[src/rtl/sim_console.sv]
// -----------------------------------------------------------------------------
// sim_console
//
// Memory-mapped console and run-control peripheral on the CPU data bus. It
// claims the top eight words of the data address space, starting at BASE_ADDR:
//   0 INSTR_CNT (R)   1 CYCLE_CNT (R)   2 STATUS (R, any write clears overflow)
//   3/4/5 channel 1/2/3 data (W)        6 channel 0 data (W)   7 HALT (W)
// Channel writes push {chan, byte} into a shared first-word-fall-through FIFO
// drained over a valid/ready port. A HALT write latches the exit code and
// moves RUN -> DRAIN. Once the FIFO is empty the block moves DRAIN -> HALTED
// and raises o_halt until reset.
//
// Optional feature macro: CONSOLE_COUNTERS_EN
//   defined     : 32-bit instruction and cycle counters at offsets 0 and 1
//   not defined : counters absent, offsets 0/1 read 0, i_instr_valid unused
//
// Ports
//   i_clk, i_rstb     clock, asynchronous active-low reset
//   i_clk_en          global enable; no state changes while low
//   i_addr/i_din      CPU data address / write data
//   i_wr/i_rd         write / read strobes
//   o_dout            registered read data, valid the cycle after i_rd
//   i_instr_valid     one pulse per retired instruction
//   o_tx_valid/data/chan, i_tx_ready   FIFO head, valid/ready handshake
//   o_halt            run terminated (sticky)
//   o_exit_code       byte written to HALT
// -----------------------------------------------------------------------------
module sim_console #(
    parameter int            AW        = 24,
    parameter logic [AW-1:0] BASE_ADDR = 24'hFFFFF8,
    parameter int            NCHAN     = 2,
    parameter int            DEPTH     = 16
) (
    input  logic          i_clk,
    input  logic          i_rstb,
    input  logic          i_clk_en,
    input  logic [AW-1:0] i_addr,
    input  logic [31:0]   i_din,
    input  logic          i_wr,
    input  logic          i_rd,
    output logic [31:0]   o_dout,
    input  logic          i_instr_valid,
    output logic          o_tx_valid,
    output logic [7:0]    o_tx_data,
    output logic [1:0]    o_tx_chan,
    input  logic          i_tx_ready,
    output logic          o_halt,
    output logic [7:0]    o_exit_code
);

    localparam int LW = $clog2(DEPTH);

    localparam logic [2:0]  OFF_INSTR  = 3'd0;
    localparam logic [2:0]  OFF_CYCLE  = 3'd1;
    localparam logic [2:0]  OFF_STATUS = 3'd2;
    localparam logic [2:0]  OFF_HALT   = 3'd7;

    localparam logic [2:0]    NCHAN_L   = 3'(NCHAN);
    localparam logic [LW:0]   LVL_ZERO  = (LW+1)'(32'd0);
    localparam logic [LW:0]   LVL_ONE   = (LW+1)'(32'd1);
    localparam logic [LW:0]   LVL_FULL  = (LW+1)'(DEPTH);
    localparam logic [LW-1:0] PTR_ONE   = LW'(32'd1);

    typedef enum logic [1:0] {
        ST_RUN    = 2'd0,
        ST_DRAIN  = 2'd1,
        ST_HALTED = 2'd2
    } state_e;

    // Map a window offset to an output channel; bit 2 of the result flags a
    // channel data register (offset 6 is channel 0, offsets 3..5 are 1..3).
    function automatic logic [2:0] chan_decode(input logic [2:0] off);
        logic [2:0] res;
        case (off)
            3'd6:    res = 3'b100;
            3'd3:    res = 3'b101;
            3'd4:    res = 3'b110;
            3'd5:    res = 3'b111;
            default: res = 3'b000;
        endcase
        return res;
    endfunction

    // registered state
    state_e          state_q, state_d;
    logic [7:0]      exit_q, exit_d;
    logic            ovf_q, ovf_d;
    logic [LW:0]     level_q, level_d;
    logic [LW-1:0]   wr_ptr_q, wr_ptr_d;
    logic [LW-1:0]   rd_ptr_q, rd_ptr_d;
    logic [9:0]      mem_q [DEPTH];
    logic [9:0]      mem_d [DEPTH];
    logic [31:0]     dout_q, dout_d;
    logic            tx_valid_q, tx_valid_d;
    logic [9:0]      tx_head_q, tx_head_d;
    logic            halt_q, halt_d;
`ifdef CONSOLE_COUNTERS_EN
    logic [31:0]     cyc_cnt_q, cyc_cnt_d;
    logic [31:0]     ins_cnt_q, ins_cnt_d;
`endif

    // decoded bus / FIFO control
    logic            hit_s;
    logic            wr_s;
    logic            rd_s;
    logic [2:0]      off_s;
    logic [2:0]      chan_dec_s;
    logic            chan_ok_s;
    logic            full_s;
    logic            empty_s;
    logic            pop_s;
    logic            push_req_s;
    logic            push_s;
    logic [31:0]     status_s;
    logic            unused_s;

    assign hit_s      = (i_addr[AW-1:3] == BASE_ADDR[AW-1:3]);
    assign off_s      = i_addr[2:0];
    assign wr_s       = i_clk_en & i_wr & hit_s;
    assign rd_s       = i_clk_en & i_rd & hit_s;
    assign chan_dec_s = chan_decode(off_s);
    assign chan_ok_s  = chan_dec_s[2] & ({1'b0, chan_dec_s[1:0]} < NCHAN_L);
    assign full_s     = (level_q == LVL_FULL);
    assign empty_s    = (level_q == LVL_ZERO);
    assign pop_s      = ~empty_s & i_tx_ready & i_clk_en;
    // once a HALT has been seen, channel writes are silently discarded
    assign push_req_s = wr_s & chan_ok_s & (state_q == ST_RUN);
    // a full FIFO still accepts a push when the head leaves in the same cycle
    assign push_s     = push_req_s & (~full_s | pop_s);
    assign status_s   = {exit_q, 10'd0, state_q, 1'b0, empty_s, full_s, ovf_q,
                         8'(level_q)};

`ifdef CONSOLE_COUNTERS_EN
    assign unused_s = ^i_din[31:8];
`else
    assign unused_s = (^i_din[31:8]) ^ i_instr_valid;
`endif

    // Next-state logic for FIFO, FSM, counters and read data
    always_comb begin
        mem_d      = mem_q;
        wr_ptr_d   = wr_ptr_q;
        rd_ptr_d   = rd_ptr_q;
        level_d    = level_q;
        ovf_d      = ovf_q;
        state_d    = state_q;
        exit_d     = exit_q;
        dout_d     = dout_q;
`ifdef CONSOLE_COUNTERS_EN
        cyc_cnt_d  = cyc_cnt_q;
        ins_cnt_d  = ins_cnt_q;
`endif

        if (push_s) begin
            mem_d[wr_ptr_q] = {chan_dec_s[1:0], i_din[7:0]};
            wr_ptr_d        = wr_ptr_q + PTR_ONE;
        end else begin
            wr_ptr_d = wr_ptr_q;
        end

        if (pop_s) begin
            rd_ptr_d = rd_ptr_q + PTR_ONE;
        end else begin
            rd_ptr_d = rd_ptr_q;
        end

        if (push_s && !pop_s) begin
            level_d = level_q + LVL_ONE;
        end else if (pop_s && !push_s) begin
            level_d = level_q - LVL_ONE;
        end else begin
            level_d = level_q;
        end

        if (push_req_s && !push_s) begin
            ovf_d = 1'b1;
        end else if (wr_s && (off_s == OFF_STATUS)) begin
            ovf_d = 1'b0;
        end else begin
            ovf_d = ovf_q;
        end

        case (state_q)
            ST_RUN: begin
                if (wr_s && (off_s == OFF_HALT)) begin
                    state_d = ST_DRAIN;
                    exit_d  = i_din[7:0];
                end else begin
                    state_d = ST_RUN;
                end
            end
            ST_DRAIN: begin
                if (i_clk_en && empty_s) begin
                    state_d = ST_HALTED;
                end else begin
                    state_d = ST_DRAIN;
                end
            end
            ST_HALTED: state_d = ST_HALTED;
            default:   state_d = ST_RUN;
        endcase

`ifdef CONSOLE_COUNTERS_EN
        if (i_clk_en && (state_q != ST_HALTED)) begin
            cyc_cnt_d = cyc_cnt_q + 32'd1;
            if (i_instr_valid) begin
                ins_cnt_d = ins_cnt_q + 32'd1;
            end else begin
                ins_cnt_d = ins_cnt_q;
            end
        end else begin
            cyc_cnt_d = cyc_cnt_q;
            ins_cnt_d = ins_cnt_q;
        end
`endif

        if (rd_s) begin
            case (off_s)
`ifdef CONSOLE_COUNTERS_EN
                OFF_INSTR:  dout_d = ins_cnt_q;
                OFF_CYCLE:  dout_d = cyc_cnt_q;
`endif
                OFF_STATUS: dout_d = status_s;
                default:    dout_d = 32'd0;
            endcase
        end else begin
            dout_d = dout_q;
        end
    end

    // Output-side next values: head of the post-update FIFO and halt flag
    always_comb begin
        tx_valid_d = (level_d != LVL_ZERO);
        tx_head_d  = mem_d[rd_ptr_d];
        halt_d     = (state_d == ST_HALTED);
    end

    // All state registers, asynchronously cleared
    always_ff @(posedge i_clk or negedge i_rstb) begin
        if (!i_rstb) begin
            state_q    <= ST_RUN;
            exit_q     <= 8'd0;
            ovf_q      <= 1'b0;
            level_q    <= LVL_ZERO;
            wr_ptr_q   <= LW'(32'd0);
            rd_ptr_q   <= LW'(32'd0);
            for (int i = 0; i < DEPTH; i++) begin
                mem_q[i] <= 10'd0;
            end
            dout_q     <= 32'd0;
            tx_valid_q <= 1'b0;
            tx_head_q  <= 10'd0;
            halt_q     <= 1'b0;
`ifdef CONSOLE_COUNTERS_EN
            cyc_cnt_q  <= 32'd0;
            ins_cnt_q  <= 32'd0;
`endif
        end else begin
            state_q    <= state_d;
            exit_q     <= exit_d;
            ovf_q      <= ovf_d;
            level_q    <= level_d;
            wr_ptr_q   <= wr_ptr_d;
            rd_ptr_q   <= rd_ptr_d;
            mem_q      <= mem_d;
            dout_q     <= dout_d;
            tx_valid_q <= tx_valid_d;
            tx_head_q  <= tx_head_d;
            halt_q     <= halt_d;
`ifdef CONSOLE_COUNTERS_EN
            cyc_cnt_q  <= cyc_cnt_d;
            ins_cnt_q  <= ins_cnt_d;
`endif
        end
    end

    assign o_dout      = dout_q;
    assign o_tx_valid  = tx_valid_q;
    assign o_tx_data   = tx_head_q[7:0];
    assign o_tx_chan   = tx_head_q[9:8];
    assign o_halt      = halt_q;
    assign o_exit_code = exit_q;

endmodule

[config.mk]
export PLATFORM = sky130hd
export DESIGN_NAME = sim_console
export DESIGN_NICKNAME = d
export VERILOG_FILES = /design/src/rtl/sim_console.sv
export SDC_FILE = /design/constraint.sdc
export NUM_CORES = 1
export LEC_CHECK = 0
export BUFFER_PORTS_ARGS = -buffer_cell sky130_fd_sc_hd__buf_2
export CORE_UTILIZATION = 59
export CTS_BUF_LIST = sky130_fd_sc_hd__clkbuf_16
export CTS_CLUSTER_DIAMETER = 50
export DETAILED_ROUTE_END_ITERATION = 10
export PLACE_DENSITY = 0.8
export SYNTH_ARGS = -nofsm -noshare
export SYNTH_HDL_FRONTEND = slang
export SYNTH_SLANG_ARGS = --single-unit
[constraint.sdc]
create_clock -name i_clk -period 3 [get_ports i_clk]
set_input_delay 0.6 -clock i_clk [delete_from_list [all_inputs] [get_ports i_clk]]
set_output_delay 0.6 -clock i_clk [all_outputs]
set_load 0.005 [all_outputs]
Word-level counts from Yosys, hierarchy flattened
Cells that the tools add are included.

Register bits after elaboration: 228.

Add/sub/neg operators: 4. Order comparisons: 4. Equality and inequality tests: 11. Multiplexer cells: 17. Bitwise gates (word level): 15. Reduce and logical (&&, ||, !) cells: 14.

Operators by type and width (number): bitwise mux 160 bit (1); 2-to-1 mux 160 bit (1); binary-select mux 10 bit (select 4 bit) (1); demux 10 bit (select 4 bit) (1); 2-to-1 mux 32 bit (1); 2-to-1 mux 10 bit (3); == test 21 bit (second input constant) (1); == test 3 bit (second input constant) (4); case mux 3 bit (4 select lines) (1); bitwise AND 1 bit (10); >= comparator 5 bit (second input constant) (2); 2-to-1 mux 5 bit (2); inverter 4 -> 5 bit (2); adder 4 x 1 -> 4 bit (second input constant) (2); logical AND 1 bit (7); == test 3 x 2 -> 1 bit (second input constant) (2); case mux 2 bit (3 select lines) (1); adder 5 x 1 -> 5 bit (second input constant) (1); == test 5 bit (second input constant) (1); logical NOT 5 bit (1); less-than comparator 5 x 1 -> 1 bit (second input constant) (1); nonzero test 5 bit (1); subtractor 5 x 1 -> 5 bit (second input constant) (1); == test 2 bit (second input constant) (2); other kinds (11) (15).

Depth between registers and ports, before layout
Gate-level depths: netlist of the first run.

Depth in word-level cells: 12. Mapped depth: 13.

Worst setup path after synthesis of the first run
No wires, ideal clock.

Path type: input to register. From: in i_addr[1]. To: reg tx_valid_q (netlist: o_tx_valid). Arrival time: 2.580 ns. Path slack: 0.288 ns. Stages on the path: 9. Cell sequence: or3b_1 > a211oi_2 > and4_1 > buf_6 > and2b_4 > a22oi_2 > xnor2_1 > or3_1 > or3_1.

Longest elaborated chain between the ends: 12.

Ends and longest elaborated chain: start: declaration (line 37) `input logic [AW-1:0] i_addr,`; == test 3 bit or == test 3 x 2 -> 1 bit (tied branches) (line 74) `case (off)`; case mux 3 bit (4 select lines) * (line 74); less-than comparator 2 bit (line 122) `assign chan_ok_s = chan_dec_s[2] & ({1'b0, chan_dec_s[1:0]} < NCHAN_L);`; bitwise AND 1 bit * (line 122); bitwise AND 1 bit * (2 in a row) (line 127) `assign push_req_s = wr_s & chan_ok_s & (state_q == ST_RUN);`; bitwise AND 1 bit * (line 129) `assign push_s = push_req_s & (~full_s | pop_s);`; logical NOT 1 bit (line 169) `end else if (pop_s && !push_s) begin`; logical AND 1 bit (line 169); 2-to-1 mux 5 bit (line 169); 2-to-1 mux 5 bit * (line 167) `if (push_s && !pop_s) begin`; via level_d[2] (line 88) `logic [LW:0] level_q, level_d;`; nonzero test 5 bit * (line 233) `tx_valid_d = (level_d != LVL_ZERO);`; via tx_valid_d (line 94) `logic tx_valid_q, tx_valid_d;`; end signal: assignment (line 267) `tx_valid_q <= tx_valid_d;`; end: declaration (line 94).

The timed path passes the listed nets; every way through them passes the cells marked *. A chain may end at the register's enable or synchronous reset.

Final worst setup path of the first run
From: reg level_q[0]. To: reg tx_head_q[0].

Longest elaborated chain between the ends: 10.

Ends and longest elaborated chain: start: declaration (line 88); start signal: assignment (line 262) `level_q <= level_d;`; logical NOT 5 bit (line 124) `assign empty_s = (level_q == LVL_ZERO);`; inverter 1 bit (line 125) `assign pop_s = ~empty_s & i_tx_ready & i_clk_en;`; bitwise AND 1 bit (2 in a row) (line 125); OR 1 bit (line 129); bitwise AND 1 bit (line 129); 2-to-1 mux 160 bit (line 154) `if (push_s) begin`; binary-select mux 10 bit (select 4 bit) * (line 234) `tx_head_d = mem_d[rd_ptr_d];`; 2-to-1 mux 10 bit (not written as such) * (2 in a row) (line 234); via tx_head_d[0] (line 95) `logic [9:0] tx_head_q, tx_head_d;`; end signal: assignment (line 268) `tx_head_q <= tx_head_d;`; end: declaration (line 95).

The timed path passes the listed nets; every way through them passes the cells marked *. The select of a mux whose other input is x is not followed.

==> results of run 1 <==
[metal layers]
layer  GRT usage (%)  share of wire (%)  vias up
li1                -                  -     3625
met2            48.3                 49      324
met3            4.30                5.7       84
met1            37.1                 41     3993
met5               0                  0        -
met4            11.6                4.2        0
[synthesized netlist by cell type, types with 4 or more instances]
cell / n
a311oi_1: 10
and3_1: 7
ha_1: 8
buf_2: 13
o21ai_0: 47
buf_4: 15
mux2_1: 4
a41oi_1: 4
and2_1: 25
o221ai_1: 50
o22ai_1: 28
o21a_1: 9
nand2_1: 92
nand4_1: 18
a31oi_1: 4
clkbuf_1: 44
o211ai_1: 4
nand3_1: 15
dfrtp_1: 214
o22a_1: 14
mux2_2: 135
inv_1: 8
xnor2_1: 9
buf_6: 6
nor2_1: 60
nand2b_1: 4
[worst paths after layout]
path,startpoint,endpoint,slack [ns]
max,level_q[0],tx_head_q[0],0.08
min,i_rstb,o_dout[3],0.05
max reg2reg,level_q[0],tx_head_q[0],0.08
min reg2reg,o_dout[29],o_dout[29],0.47
max in group asynchronous,i_rstb,mem_q[60],2.15
min in group i_clk,o_dout[29],o_dout[29],0.47
[registers in the layout, indices dropped and copies added (netlist names)]
signal	count
rd_ptr_q	4
state_q	2
o_exit_code	8
tx_head_q	10
o_dout	18
o_tx_valid	1
ovf_q	1
wr_ptr_q	4
level_q	5
o_halt	1
mem_q	160
[per-stage QoR]
stage               cell area, um^2  power (mW)  setup WS, ns  setup TNS [ns]
detailed placement            11500        6.96       -0.0674          -0.258
CTS                           12400        10.0       0.00705               0
global placement              11500        6.93       -0.0415         -0.0859
floorplan                     10500        5.38         0.288               0
global route                  12500        10.6      -0.00811        -0.00811
finish                        12500        10.2        0.0794               0
[report_power, final]
part	leakage (nW)	internal [mW]	switching, mW
clock network	0.414	1.85	1.18
logic	2.70	1.78	2.24
registers	2.94	3.03	0.119
[kinds of logic after synthesis]
family,share of synthesized area (%)
simple gates,12.7
flops,51.2
compound gates,13.6
mux,15.6
buf+inv,4.42
xor+xnor,1.45
fa+ha+maj,0.957
other cells,0.0358
[critical path, delay by kind of cell (launching register included)]
kind | cells | cell delay [ns]
buf+inv | 3 | 0.44
compound gates | 5 | 1.04
fa+ha+maj | 1 | 0.15
flops | 1 | 0.39
simple gates | 3 | 0.85
[cell type report]
| type | instances | area (um^2) | share of cell area [%] |
|---|---|---|---|
| clock buffer | 25 | 626 | 5.01 |
| tap | 225 | 282 | 2.25 |
| multi-input combinational | 634 | 4810 | 38.5 |
| timing repair buffer | 159 | 1180 | 9.42 |
| sequential | 214 | 5360 | 42.9 |
| clock inverter | 19 | 198 | 1.58 |
| inverter | 11 | 43.8 | 0.350 |
[what timing repair did]
action / 4_1_cts / 5_1_grt
setup endpoints to repair: 4 / 7
pin swaps: 0 / 7
resized for setup: 2 / 14
gates cloned: 0 / 2
setup buffers: 0 / 6
==> flow_summary_export.csv, run 1 <==
group,metric,value,unit
drt,postRouteAntennaNets,0,
worst_setup_path,rr_worst_depth,12,
yosys,synth_edf_count,0,
die,chipHeight,135,um
drt,drt-pass1-iter-count,5,
cts,clock_latency,0.52,ns
pwr,power.density,817,nW/um^2
grt,grt_overflow,0,
cts,cts_buffer_depth,3,
cts,numClockSinks,214,
worst_setup_path,end_kind,"flip-flop",
worst_setup_path,crit_slowest_cell,"or4b_4",
grt,grt_first_pass_wirelength,41000,um
grt,grt_use_total,28.6,%
cells_and_area,final_common_cell,"dfrtp_1",
die,core,17300,um^2
yosys,yosysTopAreaCell,"dfrtp_1",
cells_and_area,n_fill_cell,1184,
yosys,synthDistinctLibCells,73,
cts,path_clk_slew,0.06,ns
status,outcome,"completed",
yosys,netlist_instances,925,
drt,drt_wl_total,25800,um
cells_and_area,antenna_cells,0,
cells_and_area,fin_util,72.2,%
yosys,async_flop_share,100,%
cells_and_area,area_growth,19.4,%
yosys,syn_area_per_cell,11.3,um^2
worst_setup_path,cpPeakStageDelay,0.50,ns
drt,drc_errors,0,
worst_setup_path,cp.required,3.45,ns
cts,h-tree-depth,1,
placed_design,port_buffers,75,
yosys,yosysWarnings,0,
die,pin_count,115,
die,initial_core_util,60.5,%
cells_and_area,layout_common_cells,"214 x dfrtp_1, 135 x mux2_2, 92 x nand2_1",
yosys,synth_top_area_share,51.2,%
die,die_w,135,um
pwr,irDropWorstVdd,580,uV
sta,timing.final.crit_share,97.4,%
cts,cts_made_buffers,24,
sta,hold_viol,0,
placed_design,dp_hpwl,16700,um
yosys,syn_area,10500,um^2
cts,cts_tree,"done",
cells_and_area,drive_gt1_share,34.8,%
sta,worstMarginPinSlew,0.667,ns
yosys,ys_seq_area_share,51.2,%
sta,hold_slack,0.0529,ns
placed_design,gp_congestion,0.864,
grt,antenna_found_initial,0,
die,rows,48,
sta,drv_slew,0,
cells_and_area,fin_nets,1115,
worst_setup_path,crit_path_max_fanout,4,
sta,period_minus_slack,2.92,ns
worst_setup_path,critPathKind,"reg -> reg",
worst_setup_path,path_cells,"inv_2, ha_4, or4b_4, and4_4, a311oi_4, buf_4, nand3b_2, o221ai_1, o22a_1, a311oi_1, buf_4, o22a_1",
worst_hold_path,hold_path_class,"in -> async",
placed_design,dp_cells,1235,
sta,slew_headroom,55.4,%
drt,vias,8026,
drt,avgRoutedWirePerCell,20.1,um
drt,viasPerCell,6.24,
yosys,ys_top_cells_by_area,"dfrtp_1 51%, mux2_2 15%, o221ai_1 4.2%",
worst_setup_path,worstSetupStartpointType,"flip-flop",
flow_run,drv_cap,0,
die,dieArea,18300,um^2
cells_and_area,fin_cells,1287,
cts,clockRootBuffer,"clkbuf_16",
grt,grt_max_degree,83,
drt,drt_iter0_markers,568,
sta,clock.fmax,342,MHz
worst_setup_path,critPathArrivalTime,3.37,ns
cts,postCtsHoldBufs,0,
pwr,leakage,6.06,nW
yosys,synth.ff_latch_count,214,
sta,setup_viol,0,
grt,grt_pass1_vias,7893,
sta,skew,0.0114,ns
yosys,synth_ff_type,"dfrtp_1",
No activity file was read; power rests on OpenSTA's default activity.
==> run 2: changes to the inputs <==
CAP_MARGIN = 40   (was unset)
PLACE_DENSITY = 0.87   (was 0.8)
==> run 2 against run 1 <==
Effect of this change:
- via count grew 4.6%
- power decreased by 1.2%
- register-to-register slack is essentially flat
- sequential share of layout area up 0.32 points
- cell area fell by 0.75%
- flip-flop and latch count is the same
- clock skew up 0.0038 ns
- maximum frequency is essentially flat
- largest cell class unchanged
- non-clock buffer count fell by 2
- worst hold slack better by 0.058 ns
- critical endpoint is now tx_head_q[3]
- critical path depth unchanged
==> flow_summary_export.csv, run 2 (synthesized netlist as in run 1, its figures left out) <==
group,metric,value,unit
status,outcome,"completed",
cells_and_area,fin_nets,1112,
worst_setup_path,rr_endpoint,"tx_head_q[3]",
drt,vias,8395,
placed_design,gp_congestion,0.854,
cts,numClockSinks,214,
sta,drv_slew,0,
sta,worstMarginPinSlew,0.646,ns
pwr,power.share.sequential,31.0,%
worst_setup_path,rr_worst_depth,12,
placed_design,dp_hpwl,17400,um
grt,grt_use_total,30.7,%
pwr,swShare,35.9,%
cells_and_area,drive_gt1_share,34.9,%
die,core,17300,um^2
worst_setup_path,end_kind,"flip-flop",
placed_design,port_buffers,75,
grt,grt_overflow,0,
worst_setup_path,cp.required,3.40,ns
sta,period_minus_slack,2.92,ns
die,dieArea,18300,um^2
pwr,leakage,6.01,nW
cells_and_area,final_common_cell,"dfrtp_1",
pwr,power.switching,3.62,mW
worst_setup_path,critPathKind,"reg -> reg",
cts,postCtsHoldBufs,0,
worst_hold_path,hold_path_class,"in -> async",
drt,avgRoutedWirePerCell,21.7,um
grt,grt_first_pass_wirelength,43600,um
worst_setup_path,worstSetupStartpointType,"flip-flop",
pwr,comb_power_share,39.5,%
cts,cts_buffer_depth,3,
flow_run,drv_cap,0,
cells_and_area,layout_common_cells,"214 x dfrtp_1, 135 x mux2_2, 89 x nand2_1",
cts,cts_tree,"done",
grt,antenna_found_initial,0,
worst_setup_path,crit_path_max_fanout,16,
pwr,p_int,6.46,mW
die,rows,48,
drt,postRouteAntennaNets,0,
cts,clockRootBuffer,"clkbuf_16",
cells_and_area,regMostFlops,"mem_q",
worst_setup_path,rrSetupSlack,0.08,ns
drt,drt_wl_total,27900,um
die,pin_count,115,
cells_and_area,fin_util,71.7,%
cts,path_clk_slew,0.06,ns
drt,drc_errors,0,
cts,h-tree-depth,1,
sta,hold_viol,0,
placed_design,dp_cells,1234,
cts,clock_latency,0.52,ns
sta,clock.fmax,343,MHz
worst_setup_path,reg2reg_from,"level_q[1]",
drt,drt_iter0_markers,835,
sta,slew_headroom,56.9,%
drt,drt-pass1-iter-count,5,
sta,skew,0.0151,ns
grt,grt_max_degree,78,
pwr,power_frac_clock,29.5,%
drt,viasPerCell,6.55,
cells_and_area,antenna_cells,0,
sta,setup_viol,0,
cells_and_area,area_growth,18.5,%
die,initial_core_util,60.5,%
pwr,total_power,10.1,mW
worst_setup_path,critPathArrivalTime,3.32,ns
pwr,irDropWorstVdd,529,uV
cts,cts_made_buffers,25,
sta,timing.final.crit_share,97.3,%
die,die_w,135,um
pwr,power.density,813,nW/um^2
cells_and_area,largest_reg_flops,160,
die,chipHeight,135,um
grt,grt_pass1_vias,8310,
sta,fin_tns_setup,0,ns
cells_and_area,fin_cells,1282,
run 2: changes by cell type in the layout (fill, tap and decap cells not counted), moves of 2 or more:
cell,delta
nand2_2,+4
clkinv_1,-3
nand2_1,-3
a2bb2oi_1,-2
a2bb2oi_2,+2
buf_12,-2
inv_1,+2
run 2: critical path, stage by stage, from the launching register on:
cell and delay [ns]:
dfrtp_1 0.39, inv_2 0.09, ha_4 0.14, buf_4 0.10, nor4b_4 0.26, nor2_4 0.13
xnor2_4 0.16, inv_2 0.31, buf_4 0.27, nand2_1 0.24, o221ai_1 0.35, o22ai_1 0.18
a2bb2oi_2 0.18
run 2: metrics by stage:
| stage | instance area, um^2 | setup WS [ns] | hold WS (ns) |
|---|---|---|---|
| global placement | 11500 | -0.0114 | 0.455 |
| CTS | 12300 | 0.00195 | 0.137 |
| detailed placement | 11500 | -0.0625 | 0.466 |
| floorplan | 10500 | 0.288 | 0.304 |
| global route | 12400 | -0.0378 | 0.143 |
| finish | 12400 | 0.0816 | 0.111 |
run 2: worst max path at each step:
stage / from / endpoint / slack [ns] / depth (start not counted)
6_report: level_q[1] / tx_head_q[3] / 0.08 / 12
5_1_grt: wr_ptr_q[0] / tx_head_q[3] / -0.04 / 11
4_1_cts: level_q[1] / tx_head_q[3] / 0.002 / 11
3_5_place_dp: level_q[1] / tx_head_q[1] / -0.06 / 11
3_3_place_gp: i_addr[1] / tx_head_q[1] / -0.01 / 11
2_1_floorplan: i_addr[1] / o_tx_valid / 0.29 / 9
run 2: what timing repair did:
action	4_1_cts	5_1_grt
resized for setup	1	16
buffers inserted	2	3
pin swaps	1	7
cloned	0	0
endpoints found under the setup margin	4	11
run 2: cell type report:
cell class	count	area, um^2
well taps	225	282
flip-flops and latches	214	5360
clock inverters	18	179
clock buffers	25	626
multi-input cells	632	4780
repair buffers	157	1140
fillers	1101	4890
inverters	11	41.3
run 2: metal layers:
| metal | routed length [um] | GRT usage (%) |
|---|---|---|
| met3 | 2390 | 4.79 |
| met1 | 10900 | 40.1 |
| met5 | 0 | 0 |
| met4 | 1090 | 14.2 |
| met2 | 13500 | 50.5 |
run 2: power by group through the flow:
| stage | clock [mW] | sequential [mW] | combinational (mW) |
|---|---|---|---|
| 2_1_floorplan | 0 | 3.17 | 2.21 |
| 3_3_place_gp | 0 | 3.17 | 3.59 |
| 3_5_place_dp | 0 | 3.17 | 3.67 |
| 4_1_cts | 2.99 | 3.12 | 3.73 |
| 5_1_grt | 3.12 | 3.14 | 4.21 |
| 6_report | 2.97 | 3.12 | 3.98 |
==> run 3: changes to the inputs <==
clock period = 2.92 ns   (was 3 ns; I/O delays follow)
==> run 3 against run 2 <==
Effect of this change:
- via count fell by 1.8%
- first-iteration DRC count fell by 21%
- cell area rose by 0.65%
- maximum frequency rose by 1.9%
- wire length fell by 2.8%
- worst setup slack got worse by 0.027 ns
- register-to-register slack got worse by 0.03 ns
- critical endpoint is now tx_head_q[5]
- utilization rose by 0.46 points
- non-clock buffer count rose by 17
- sequential power rose by 4%
==> flow_summary_export.csv, run 3 (synthesized netlist as in run 1, its figures left out) <==
group,metric,value,unit
status,outcome,"completed",
grt,grt_pass1_vias,8190,
drt,postRouteAntennaNets,0,
worst_setup_path,rr_endpoint,"tx_head_q[5]",
pwr,total_power,10.2,mW
cells_and_area,area_growth,19.3,%
flow_run,drv_cap,0,
cells_and_area,largest_reg_flops,160,
cts,postCtsHoldBufs,0,
cts,numClockSinks,214,
sta,drv_slew,0,
sta,clock.fmax,349,MHz
die,die_w,135,um
sta,period_minus_slack,2.87,ns
worst_setup_path,rrSetupSlack,0.05,ns
die,chipHeight,135,um
drt,drt_wl_total,27100,um
cts,h-tree-depth,1,
cts,cts_made_buffers,23,
sta,rsz0062_at_grt,"yes",
pwr,power.density,820,nW/um^2
worst_setup_path,rr_worst_depth,10,
drt,viasPerCell,6.35,
cts,cts_buffer_depth,3,
cts,cts_tree,"done",
worst_setup_path,crit_path_max_fanout,8,
grt,grt_max_degree,82,
grt,grt_use_total,30.0,%
worst_hold_path,hold_path_class,"in -> async",
drt,vias,8247,
die,dieArea,18300,um^2
cts,clock_latency,0.51,ns
grt,grt_overflow,0,
pwr,leakage,6.07,nW
cells_and_area,final_common_cell,"dfrtp_1",
cells_and_area,layout_common_cells,"214 x dfrtp_1, 135 x mux2_2, 89 x nand2_1",
drt,drt_iter0_markers,661,
drt,drt-pass1-iter-count,5,
drt,drc_errors,0,
worst_setup_path,reg2reg_from,"level_q[1]",
worst_setup_path,critPathArrivalTime,3.30,ns
die,initial_core_util,60.5,%
cells_and_area,drive_gt1_share,36.0,%
sta,skew,0.0167,ns
placed_design,port_buffers,75,
placed_design,dp_hpwl,17500,um
grt,antenna_found_initial,0,
cells_and_area,antenna_cells,0,
worst_setup_path,end_kind,"flip-flop",
grt,grt_first_pass_wirelength,42800,um
cells_and_area,fin_nets,1128,
sta,worstMarginPinSlew,0.688,ns
sta,hold_viol,0,
worst_setup_path,cp.required,3.36,ns
die,rows,48,
placed_design,gp_congestion,0.873,
worst_setup_path,critPathKind,"reg -> reg",
sta,slew_headroom,54.1,%
cells_and_area,regMostFlops,"mem_q",
drt,avgRoutedWirePerCell,20.9,um
sta,timing.final.crit_share,98.1,%
worst_setup_path,worstSetupStartpointType,"flip-flop",
die,core,17300,um^2
die,pin_count,115,
cells_and_area,fin_cells,1298,
cts,clockRootBuffer,"clkbuf_16",
cts,path_clk_slew,0.06,ns
sta,setup_viol,0,
pwr,irDropWorstVdd,545,uV
placed_design,dp_cells,1249,
==> run 3: cell types whose count changed in the layout (fill, tap and decap cells not counted), sizes merged <==
cell / delta
buf: +17
nand4: +1
bufinv: -1
clkinvlp: -1
clkinv: +1
clkbuf: -2
inv: +1
==> run 3: how the worst max path moves through the flow <==
stage | start | end | slack (ns) | cells past startpoint
after global placement | i_addr[1] | tx_head_q[0] | -0.13 | 11
after detailed placement | i_addr[1] | tx_head_q[0] | -0.12 | 11
after floorplan | i_addr[1] | o_tx_valid | 0.22 | 9
after CTS | level_q[0] | tx_head_q[7] | -0.009 | 12
final | level_q[1] | tx_head_q[5] | 0.05 | 10
after global routing | wr_ptr_q[2] | tx_head_q[0] | -0.06 | 9
==> run 3: critical path: stages (launching register included) <==
cell,delay (ns)
dfrtp_1,0.38
inv_2,0.08
ha_4,0.14
or4b_4,0.49
and4_1,0.18
a311oi_2,0.27
nand3b_4,0.25
o221ai_1,0.17
o22a_1,0.25
a311oi_1,0.35
o22a_1,0.22
==> run 3: metrics by stage <==
stage | hold slack [ns] | worst slack, ns | instance area (um^2) | setup TNS [ns] | utilization (%)
finish | 0.101 | 0.0548 | 12500 | 0 | 72.2
global placement | 0.456 | -0.126 | 11600 | -0.305 | 67.1
detailed placement | 0.466 | -0.118 | 11600 | -0.403 | 67.1
global route | 0.153 | -0.0581 | 12500 | -0.121 | 72.2
floorplan | 0.288 | 0.224 | 10500 | 0 | -
CTS | 0.137 | -0.00943 | 12400 | -0.0168 | 71.5
==> run 3: cell type report <==
cell class	instances	area, um^2
fill	1110	4810
clock buffer	23	576
timing repair buffer	174	1280
inverter	11	46.3
sequential	214	5360
clock inverter	18	143
multi-input combinational	633	4800
tap	225	282
==> run 3: timing repair <==
item	CTS	global route
pin swaps	1	9
setup endpoints to repair	4	10
buffers inserted	2	5
gates resized for setup	6	15
cloned	0	1
==> run 3: power by group <==
| part | internal, mW | leakage (nW) | switching [mW] |
|---|---|---|---|
| logic | 1.82 | 2.75 | 2.37 |
| registers | 3.12 | 2.94 | 0.122 |
| clock network | 1.62 | 0.373 | 1.19 |
==> run 3: metal layers <==
metal | GRT usage, % | vias up | wire, um
met5 | 0 | - | 0
met4 | 13.3 | 0 | 1210
met3 | 5.16 | 90 | 2030
met2 | 49.3 | 399 | 13100
met1 | 39.1 | 4123 | 10800
li1 | - | 3635 | -
